<file path="config.mk">
export PLATFORM = sky130hd
export DESIGN_NAME = ex_mem_reg_flat
export DESIGN_NICKNAME = d
export VERILOG_FILES = /design/src/rtl/ex_mem_reg_if.sv /design/src/rtl/ex_mem_reg.sv /design/src/flat_wrapper.sv
export SDC_FILE = /design/constraint.sdc
export NUM_CORES = 1
export LEC_CHECK = 0
export ABC_AREA = 1
export BUFFER_PORTS_ARGS = -buffer_cell sky130_fd_sc_hd__buf_4
export CAP_MARGIN = 5
export CORE_MARGIN = 2
export CORE_UTILIZATION = 44
export DETAILED_ROUTE_END_ITERATION = 8
export PLACE_DENSITY = 0.72
export SLEW_MARGIN = 10
export SYNTH_ARGS = -nofsm -noshare
export SYNTH_HDL_FRONTEND = slang
export SYNTH_SLANG_ARGS = --single-unit
</file>
<file path="constraint.sdc">
create_clock -name clk -period 2.8 [get_ports clk]
set_input_delay 0.56 -clock clk [delete_from_list [all_inputs] [get_ports clk]]
set_output_delay 0.56 -clock clk [all_outputs]
set_load 0.02 [all_outputs]
</file>
<file path="src/rtl/ex_mem_reg_if.sv">
// ---------------------------------------------------------------------------
// ex_mem_reg_if -- signal bundle between the EX stage, the EX/MEM register
// and the MEM stage.
//
// Parameters:
//   DATA_W  width of ALU result, store data, PC and immediate
//   REG_W   width of the destination register index
//
// Upstream (EX -> register):
//   in_valid, in_ready, alu_res, alu_zero, rt_data, dest_reg, pc_plus4,
//   imm_ext, branch, mem_read, mem_write, reg_write, mem_to_reg, flush
// Downstream (register -> MEM):
//   out_valid, out_ready, out_alu_res, out_rt_data, out_dest_reg,
//   out_mem_read, out_mem_write, out_reg_write, out_mem_to_reg,
//   br_taken, br_target
//
// Modports:
//   master  surrounding pipeline: drives upstream entries and out_ready
//   slave   the EX/MEM register itself
// ---------------------------------------------------------------------------
interface ex_mem_reg_if #(
  parameter int DATA_W = 32,
  parameter int REG_W  = 5
);
  logic              in_valid;
  logic              in_ready;
  logic [DATA_W-1:0] alu_res;
  logic              alu_zero;
  logic [DATA_W-1:0] rt_data;
  logic [REG_W-1:0]  dest_reg;
  logic [DATA_W-1:0] pc_plus4;
  logic [DATA_W-1:0] imm_ext;
  logic              branch;
  logic              mem_read;
  logic              mem_write;
  logic              reg_write;
  logic              mem_to_reg;
  logic              flush;

  logic              out_valid;
  logic              out_ready;
  logic [DATA_W-1:0] out_alu_res;
  logic [DATA_W-1:0] out_rt_data;
  logic [REG_W-1:0]  out_dest_reg;
  logic              out_mem_read;
  logic              out_mem_write;
  logic              out_reg_write;
  logic              out_mem_to_reg;
  logic              br_taken;
  logic [DATA_W-1:0] br_target;

  modport master (
    output in_valid, alu_res, alu_zero, rt_data, dest_reg, pc_plus4, imm_ext,
           branch, mem_read, mem_write, reg_write, mem_to_reg, flush, out_ready,
    input  in_ready, out_valid, out_alu_res, out_rt_data, out_dest_reg,
           out_mem_read, out_mem_write, out_reg_write, out_mem_to_reg,
           br_taken, br_target
  );

  modport slave (
    input  in_valid, alu_res, alu_zero, rt_data, dest_reg, pc_plus4, imm_ext,
           branch, mem_read, mem_write, reg_write, mem_to_reg, flush, out_ready,
    output in_ready, out_valid, out_alu_res, out_rt_data, out_dest_reg,
           out_mem_read, out_mem_write, out_reg_write, out_mem_to_reg,
           br_taken, br_target
  );
endinterface

</file>
<file path="src/rtl/ex_mem_reg.sv">
// ---------------------------------------------------------------------------
// ex_mem_reg -- EX/MEM pipeline register built as a two-entry skid buffer
// (head + skid) with valid/ready handshakes on both sides. The branch
// decision and branch target are computed on capture and stored with the
// entry.
//
// Ports:
//   clk    rising-edge clock
//   rst_n  asynchronous active-low reset
//   bus    ex_mem_reg_if.slave: upstream entry, flush, downstream entry
//
// Optional feature (macro EXMEM_BR_SQUASH_EN): popping a head entry whose
// branch is taken also discards the skid entry and any entry accepted in the
// same cycle. Without the macro, wrong-path entries are removed only by flush.
// ---------------------------------------------------------------------------
module ex_mem_reg #(
  parameter int DATA_W = 32,
  parameter int REG_W  = 5
) (
  input  logic        clk,
  input  logic        rst_n,
  ex_mem_reg_if.slave bus
);

  typedef struct packed {
    logic [DATA_W-1:0] alu_res;
    logic [DATA_W-1:0] rt_data;
    logic [REG_W-1:0]  dest_reg;
    logic              mem_read;
    logic              mem_write;
    logic              reg_write;
    logic              mem_to_reg;
    logic              br_taken;
    logic [DATA_W-1:0] br_target;
  } entry_t;

  entry_t r_head, r_skid;
  entry_t w_head_next, w_skid_next, w_new;
  logic   r_head_valid, r_skid_valid, r_in_ready;
  logic   w_head_valid_next, w_skid_valid_next;
  logic   w_accept, w_pop, w_squash;

  assign w_accept = bus.in_valid & r_in_ready;
  assign w_pop    = r_head_valid & bus.out_ready;

`ifdef EXMEM_BR_SQUASH_EN
  assign w_squash = w_pop & r_head.br_taken;
`else
  assign w_squash = 1'b0;
`endif

  // Entry as captured from the EX stage; the target wraps silently.
  always_comb begin
    w_new            = '0;
    w_new.alu_res    = bus.alu_res;
    w_new.rt_data    = bus.rt_data;
    w_new.dest_reg   = bus.dest_reg;
    w_new.mem_read   = bus.mem_read;
    w_new.mem_write  = bus.mem_write;
    w_new.reg_write  = bus.reg_write;
    w_new.mem_to_reg = bus.mem_to_reg;
    w_new.br_taken   = bus.branch & bus.alu_zero;
    w_new.br_target  = bus.pc_plus4 + {bus.imm_ext[DATA_W-3:0], 2'b00};
  end

  // Skid is only ever occupied while head is, so "head empty" implies
  // "skid empty" and the cases below are exhaustive.
  always_comb begin
    w_head_next       = r_head;
    w_skid_next       = r_skid;
    w_head_valid_next = r_head_valid;
    w_skid_valid_next = r_skid_valid;
    if (bus.flush || w_squash) begin
      w_head_valid_next = 1'b0;
      w_skid_valid_next = 1'b0;
    end else if (!r_head_valid) begin
      if (w_accept) begin
        w_head_next       = w_new;
        w_head_valid_next = 1'b1;
      end
    end else if (!w_pop) begin
      if (w_accept) begin
        w_skid_next       = w_new;
        w_skid_valid_next = 1'b1;
      end
    end else if (r_skid_valid) begin
      // in_ready is low here, so no accept can coincide with this move.
      w_head_next       = r_skid;
      w_skid_valid_next = 1'b0;
    end else if (w_accept) begin
      w_head_next = w_new;
    end else begin
      w_head_valid_next = 1'b0;
    end
  end

  always_ff @(posedge clk or negedge rst_n) begin
    if (!rst_n) begin
      r_head       <= '0;
      r_skid       <= '0;
      r_head_valid <= 1'b0;
      r_skid_valid <= 1'b0;
      r_in_ready   <= 1'b1;
    end else begin
      r_head       <= w_head_next;
      r_skid       <= w_skid_next;
      r_head_valid <= w_head_valid_next;
      r_skid_valid <= w_skid_valid_next;
      r_in_ready   <= ~w_skid_valid_next;
    end
  end

  assign bus.in_ready       = r_in_ready;
  assign bus.out_valid      = r_head_valid;
  assign bus.out_alu_res    = r_head.alu_res;
  assign bus.out_rt_data    = r_head.rt_data;
  assign bus.out_dest_reg   = r_head.dest_reg;
  assign bus.out_mem_to_reg = r_head.mem_to_reg;
  assign bus.br_target      = r_head.br_target;
  // Side-effecting controls are masked so an empty stage can never act.
  assign bus.out_mem_read   = r_head.mem_read  & r_head_valid;
  assign bus.out_mem_write  = r_head.mem_write & r_head_valid;
  assign bus.out_reg_write  = r_head.reg_write & r_head_valid;
  assign bus.br_taken       = r_head.br_taken  & r_head_valid;

endmodule

</file>
<file path="src/flat_wrapper.sv">
// flat-port wrapper written by rule: the top's interface ports become plain ports
module ex_mem_reg_flat 
#(
  parameter int DATA_W = 32,
  parameter int REG_W  = 5
)
  (clk, rst_n, bus_in_valid, bus_alu_res, bus_alu_zero, bus_rt_data, bus_dest_reg, bus_pc_plus4, bus_imm_ext, bus_branch, bus_mem_read, bus_mem_write, bus_reg_write, bus_mem_to_reg, bus_flush, bus_out_ready, bus_in_ready, bus_out_valid, bus_out_alu_res, bus_out_rt_data, bus_out_dest_reg, bus_out_mem_read, bus_out_mem_write, bus_out_reg_write, bus_out_mem_to_reg, bus_br_taken, bus_br_target);
  ex_mem_reg_if #(.DATA_W(DATA_W), .REG_W(REG_W)) bus_i ();
  input  logic clk;
  input  logic rst_n;
  input wire logic [$bits(bus_i.in_valid)-1:0] bus_in_valid;
  input wire logic [$bits(bus_i.alu_res)-1:0] bus_alu_res;
  input wire logic [$bits(bus_i.alu_zero)-1:0] bus_alu_zero;
  input wire logic [$bits(bus_i.rt_data)-1:0] bus_rt_data;
  input wire logic [$bits(bus_i.dest_reg)-1:0] bus_dest_reg;
  input wire logic [$bits(bus_i.pc_plus4)-1:0] bus_pc_plus4;
  input wire logic [$bits(bus_i.imm_ext)-1:0] bus_imm_ext;
  input wire logic [$bits(bus_i.branch)-1:0] bus_branch;
  input wire logic [$bits(bus_i.mem_read)-1:0] bus_mem_read;
  input wire logic [$bits(bus_i.mem_write)-1:0] bus_mem_write;
  input wire logic [$bits(bus_i.reg_write)-1:0] bus_reg_write;
  input wire logic [$bits(bus_i.mem_to_reg)-1:0] bus_mem_to_reg;
  input wire logic [$bits(bus_i.flush)-1:0] bus_flush;
  input wire logic [$bits(bus_i.out_ready)-1:0] bus_out_ready;
  output wire logic [$bits(bus_i.in_ready)-1:0] bus_in_ready;
  output wire logic [$bits(bus_i.out_valid)-1:0] bus_out_valid;
  output wire logic [$bits(bus_i.out_alu_res)-1:0] bus_out_alu_res;
  output wire logic [$bits(bus_i.out_rt_data)-1:0] bus_out_rt_data;
  output wire logic [$bits(bus_i.out_dest_reg)-1:0] bus_out_dest_reg;
  output wire logic [$bits(bus_i.out_mem_read)-1:0] bus_out_mem_read;
  output wire logic [$bits(bus_i.out_mem_write)-1:0] bus_out_mem_write;
  output wire logic [$bits(bus_i.out_reg_write)-1:0] bus_out_reg_write;
  output wire logic [$bits(bus_i.out_mem_to_reg)-1:0] bus_out_mem_to_reg;
  output wire logic [$bits(bus_i.br_taken)-1:0] bus_br_taken;
  output wire logic [$bits(bus_i.br_target)-1:0] bus_br_target;
  assign bus_i.in_valid = bus_in_valid;
  assign bus_i.alu_res = bus_alu_res;
  assign bus_i.alu_zero = bus_alu_zero;
  assign bus_i.rt_data = bus_rt_data;
  assign bus_i.dest_reg = bus_dest_reg;
  assign bus_i.pc_plus4 = bus_pc_plus4;
  assign bus_i.imm_ext = bus_imm_ext;
  assign bus_i.branch = bus_branch;
  assign bus_i.mem_read = bus_mem_read;
  assign bus_i.mem_write = bus_mem_write;
  assign bus_i.reg_write = bus_reg_write;
  assign bus_i.mem_to_reg = bus_mem_to_reg;
  assign bus_i.flush = bus_flush;
  assign bus_i.out_ready = bus_out_ready;
  assign bus_in_ready = bus_i.in_ready;
  assign bus_out_valid = bus_i.out_valid;
  assign bus_out_alu_res = bus_i.out_alu_res;
  assign bus_out_rt_data = bus_i.out_rt_data;
  assign bus_out_dest_reg = bus_i.out_dest_reg;
  assign bus_out_mem_read = bus_i.out_mem_read;
  assign bus_out_mem_write = bus_i.out_mem_write;
  assign bus_out_reg_write = bus_i.out_reg_write;
  assign bus_out_mem_to_reg = bus_i.out_mem_to_reg;
  assign bus_br_taken = bus_i.br_taken;
  assign bus_br_target = bus_i.br_target;
  ex_mem_reg #(.DATA_W(DATA_W), .REG_W(REG_W)) u_core (.clk(clk), .rst_n(rst_n), .bus(bus_i));
endmodule
</file>
# [Word-level counts from Yosys, hierarchy flattened]
# Cells that the tools add are included.
# W data, S select, Z words.
[totals] in_bits=144 reg_bits=215 output_inout_bits=108 word_cells=48
[classes] bitwise=10 eq_ne=1 n_reduce_logical=2 muxes=13 add_sub_neg=1
[ops] op="$mux W106" count=4
[ops] op="$add A32 B32 Y32" count=1
[ops] op="$mux W1" count=9
[ops] op="$and A1 B1 Y1" count=7
[ops] op="$reduce_and A4 Y1" count=1
[ops] op="$not A1 Y1" count=3
[ops] op="$ne A2 B2 Y1 const B" count=1
[ops] op="$reduce_and A2 Y1" count=1

# [Logic depth before layout (Yosys ltp)]
[depth] word_depth=6 mapped_depth=14 depth_no_buf=14

# [Worst setup path before layout]
# OpenSTA, ideal clock, no wires.
[synth_path] kind="input-to-reg" from="input bus_imm_ext[0]" to="register u_core.r_head (netlist bit u_core.bus.br_target[26])" arrival_time_ps=2017 setup_ps=116 path_buffers=0 slack_ps=666 path_stages=14 t_required_ps=2684 path_cell_list="ha_1 -> fa_1 -> nand3_1 -> nand3_1 -> nand2_1 -> nand2_1 -> nand2_1 -> nand2_1 -> nand2_1 -> nand2_1 -> nand2_1 -> nand3_1 -> nand2_1 -> nand2_1"
[synth_via] elab_chain_len=5
[synth_rtl] element="from (decl)" line_no="flat_wrapper.sv:17" rtl="input wire logic [$bits(bus_i.imm_ext)-1:0] bus_imm_ext;"
[synth_rtl] element="$add A32 B32 Y32 (*)" line_no="ex_mem_reg.sv:63" rtl="w_new.br_target = bus.pc_plus4 + {bus.imm_ext[DATA_W-3:0], 2'b00};"
[synth_rtl] element="$mux W106 (*)" line_no="ex_mem_reg.sv:77, ex_mem_reg.sv:90"
[synth_rtl] element="$mux W106" line_no="ex_mem_reg.sv:86" rtl="end else if (r_skid_valid) begin"
[synth_rtl] element="$mux W106" line_no="ex_mem_reg.sv:81" rtl="end else if (!w_pop) begin"
[synth_rtl] element="$mux W106 (*)" line_no="ex_mem_reg.sv:76" rtl="end else if (!r_head_valid) begin"
[synth_rtl] element="to (signal assigned)" line_no="ex_mem_reg.sv:105" rtl="r_head <= w_head_next;"
[synth_rtl] element="to (decl)" line_no="ex_mem_reg.sv:37" rtl="entry_t r_head, r_skid;"
# Every way passes the cells marked *; elsewhere a longest branch is shown, timed or not. The select of a mux whose other input is x is not followed.
# A chain may end at the register's enable or synchronous reset.

# [Worst setup path after layout]
[layout_path] from="input bus_imm_ext[0]" to="register u_core.r_head (netlist bit u_core.bus.br_target[22])"
# Same word-level chain as after synthesis.

==> reports/qor.yml <==
run_status:
  status: "complete, no violations"
sta:
  rsz0062_at_grt: "no"
  clock_skew_ns: 0.006448
  slew_headroom_pct: 42.04
  fin_ws_ns: 0.6880
  fmax_ghz: 0.4735
  tns_ns: 0
  setup_viol: 0
  holdWs_ns: 0.01808
  finalHoldViolations: 0
  finalCriticalPeriod_ns: 2.112
  worst_pin_slew_ns: 0.8693
  drv_slew: 0
  fin_crit_sh_pct: 75.43
detailed_routing:
  wl_per_cell_um: 15.52
  dr.pass1.iters: 6
  vias: 10380
  post-route-drc-count: 0
  drtAntennaViolNets: 0
  drt-total-wl_mm: 31.13
  drtIter0Drc: 804
  avgViaCountPerCell: 5.174
power_and_ir_drop:
  power.share.clock_pct: 29.8
  p_int_uw: 6608
  power_density_nw_per_um2: 685.9
  p_leak_uw: 0.007778
  p_sw_share_pct: 31.70
  p_comb_share_pct: 26.7
  power_frac_seq_pct: 43.5
  total_power_uw: 9675
  irDropWorstVdd_uv: 316.9
  switchingPower_uw: 3067
floorplan:
  dieHeight_um: 168.4
  fp.dieW_um: 168.4
  initial_core_util_pct: 44.52
  core_um2: 26730
  io_pins: 252
  row_count: 60
  fp.dieArea_um2: 28370
grt:
  grt_usage_pct: 21.71
  first_global_vias: 10040
  antenna_found_initial: 0
  grt_pass1_wl_mm: 50.84
  grt_max_degree: 108
  grt-ovfl-total: 0
logic_synthesis:
  ys_types: 35
  avgSynthCellArea_um2: 7.776
  seq_area_frac_synth_pct: 45.23
  synth_top_cell_by_area: "dfrtp_1"
  synthTopCellsByArea: "dfrtp_1 45%, nand2_1 18%, buf_4 6.4%"
  yosys.cell_count.top_type: "nand2_1"
  async_flop_share_pct: 100.0
  synth.top_cell.area_share_pct: 45.01
  ys.flop_type: "dfrtp_1"
  synth_edf_count: 0
  synth_common_cells: "555 x nand2_1, 214 x dfrtp_1, 192 x inv_1, 101 x buf_4, 81 x a22oi_1"
  ys_seq_elements: 215
  synthCells: 1530
  yosys_warnings: 0
  netlist_area_um2: 11900
  syn_nets: 1704
hold_path:
  hp-class: "primary input to async pin"
setup_path:
  start_kind: "primary input"
  reg2reg_to: "u_core.bus.br_target[10]$_DFFE_PN0P_"
  r2r_slack_ns: 0.85
  crit_arrival_ns: 2.46
  cpPeakStageDelay_ns: 0.44
  crit_path_frequent_cell: "nand3_1"
  rr_startpoint: "u_core.bus.in_ready$_DFF_PN1_"
  crit_fanout: 4
  cpMaxStageDelayCell: "fa_1"
  rr_worst_depth: 6
  critical_path_class: "primary input to flop"
  worstPathRequired_ns: 3.15
  end_kind: "flop"
  path_cells: "buf_4 -> ha_1 -> fa_1 -> nand3_1 -> nand3_1 -> nand3_1 -> nand3_1 -> nand2_1 -> nand2_1 -> nand2_1 -> nand3_1 -> nand2_1 -> o21ai_0"
clock_tree:
  clk_pin_slew_ns: 0.06
  clk_latency_ns: 0.49
  cts-htree-levels: 1
  clockRootBuffer: "clkbuf_16"
  clock-sinks: 215
  cts_setup_buffers: 0
  cts_tree: "built"
  cts_resized: 0
  clockBufferDepth: 3
  cts_hold_buffers: 0
  cts-buffers-inserted: 22
flow_run:
  cap_violations: 0
final_layout:
  drive_gt1_share_pct: 19.16
  regArea_um2: 5381
  largest_reg_flops: 106
  layout.nets: 1828
  largest-register: "u_core.r_skid"
  n_antenna_cell: 0
  area_growth_syn_to_layout_pct: 18.56
  nFillCells: 2533
  multi_input_area_um2: 4766
placement:
  gp_congestion: 0.8616
  port_buffers: 249
  hpwlAfterDp_mm: 21.07
  pre_cts_slack_ns: 0.2266
[logic make-up (layout without fill, tap and decap cells)]
family                   after synthesis  in the layout  share of synthesized area [%]
XOR/XNOR                              16             16                          1.178
AO/OA/AOI/OAI                        243            243                          13.81
adder cells (fa/ha/maj)               30             30                          3.218
buffers and inverters                364            499                          14.90
flip-flops                           215            215                          45.23
AND/OR/NAND/NOR                      662            662                          21.66
[metrics by stage]
| stage | area [um2] | util, % | cells |
|---|---|---|---|
| after detailed placement | 13400 | 50.13 | 1971 |
| after global placement | 13400 | 50.13 | 1971 |
| after global routing | 14110 | 52.78 | 2006 |
| after CTS | 14110 | 52.78 | 2006 |
| after floorplan | 11900 | - | 1530 |
| final | 14110 | 52.78 | 2006 |
[worst max path at each step]
stage                         startpoint                              endpoint  slack (ns)  cells after the start
after floorplan           bus_imm_ext[0]  u_core.bus.br_target[26]$_DFFE_PN0P_        0.67                     14
after global placement    bus_imm_ext[0]  u_core.bus.br_target[22]$_DFFE_PN0P_        0.26                     13
after detailed placement  bus_imm_ext[0]  u_core.bus.br_target[22]$_DFFE_PN0P_        0.23                     13
after CTS                 bus_imm_ext[0]  u_core.bus.br_target[22]$_DFFE_PN0P_        0.75                     13
after global routing      bus_imm_ext[0]  u_core.bus.br_target[22]$_DFFE_PN0P_        0.53                     13
final                     bus_imm_ext[0]  u_core.bus.br_target[22]$_DFFE_PN0P_        0.69                     13
[layout make-up]
type	count	share of cell area, %
sequential	215	38.15
multi-input combinational	951	33.79
timing repair buffer	266	14.74
inverter	198	5.278
clock buffer	33	4.772
tap	341	3.025
clock inverter	2	0.2484
[power by group through the flow]
stage / Clock, uW / Combinational [uW] / Sequential [uW]
6_report: 2880 / 2590 / 4210
5_1_grt: 3070 / 2890 / 4280
4_1_cts: 2950 / 2610 / 4200
3_5_place_dp: 0 / 2610 / 4240
3_3_place_gp: 0 / 2550 / 4210
2_1_floorplan: 0 / 1960 / 4130
[critical path, delay by kind of cell]
family	cells	cell delay (ns)
AO/OA/AOI/OAI	1	0.09
adder cells (fa/ha/maj)	2	0.70
buffers and inverters	1	0.11
AND/OR/NAND/NOR	9	0.99
[layer usage]
metal	wire, um	part of all wire (%)	GRT usage [%]	vias up
li1	-	-	-	5053
met1	13790	44	29.25	4910
met2	14790	48	37.14	370
met3	1934	6.2	3.079	47
met4	603	1.9	5.172	0
met5	0	0	0	-
[cells in the final DEF, fill, tap and decap left out, types with 28 or more instances in the layout]
master	Yosys	final
nand2_1	555	554
dfrtp_1	214	214
o22ai_1	80	80
a22oi_1	81	81
buf_4	101	259
ha_1	29	29
nand3_1	40	40
inv_1	192	192
nor2_1	54	53
a21oi_1	28	28
Power figures use the tool's default switching activity.
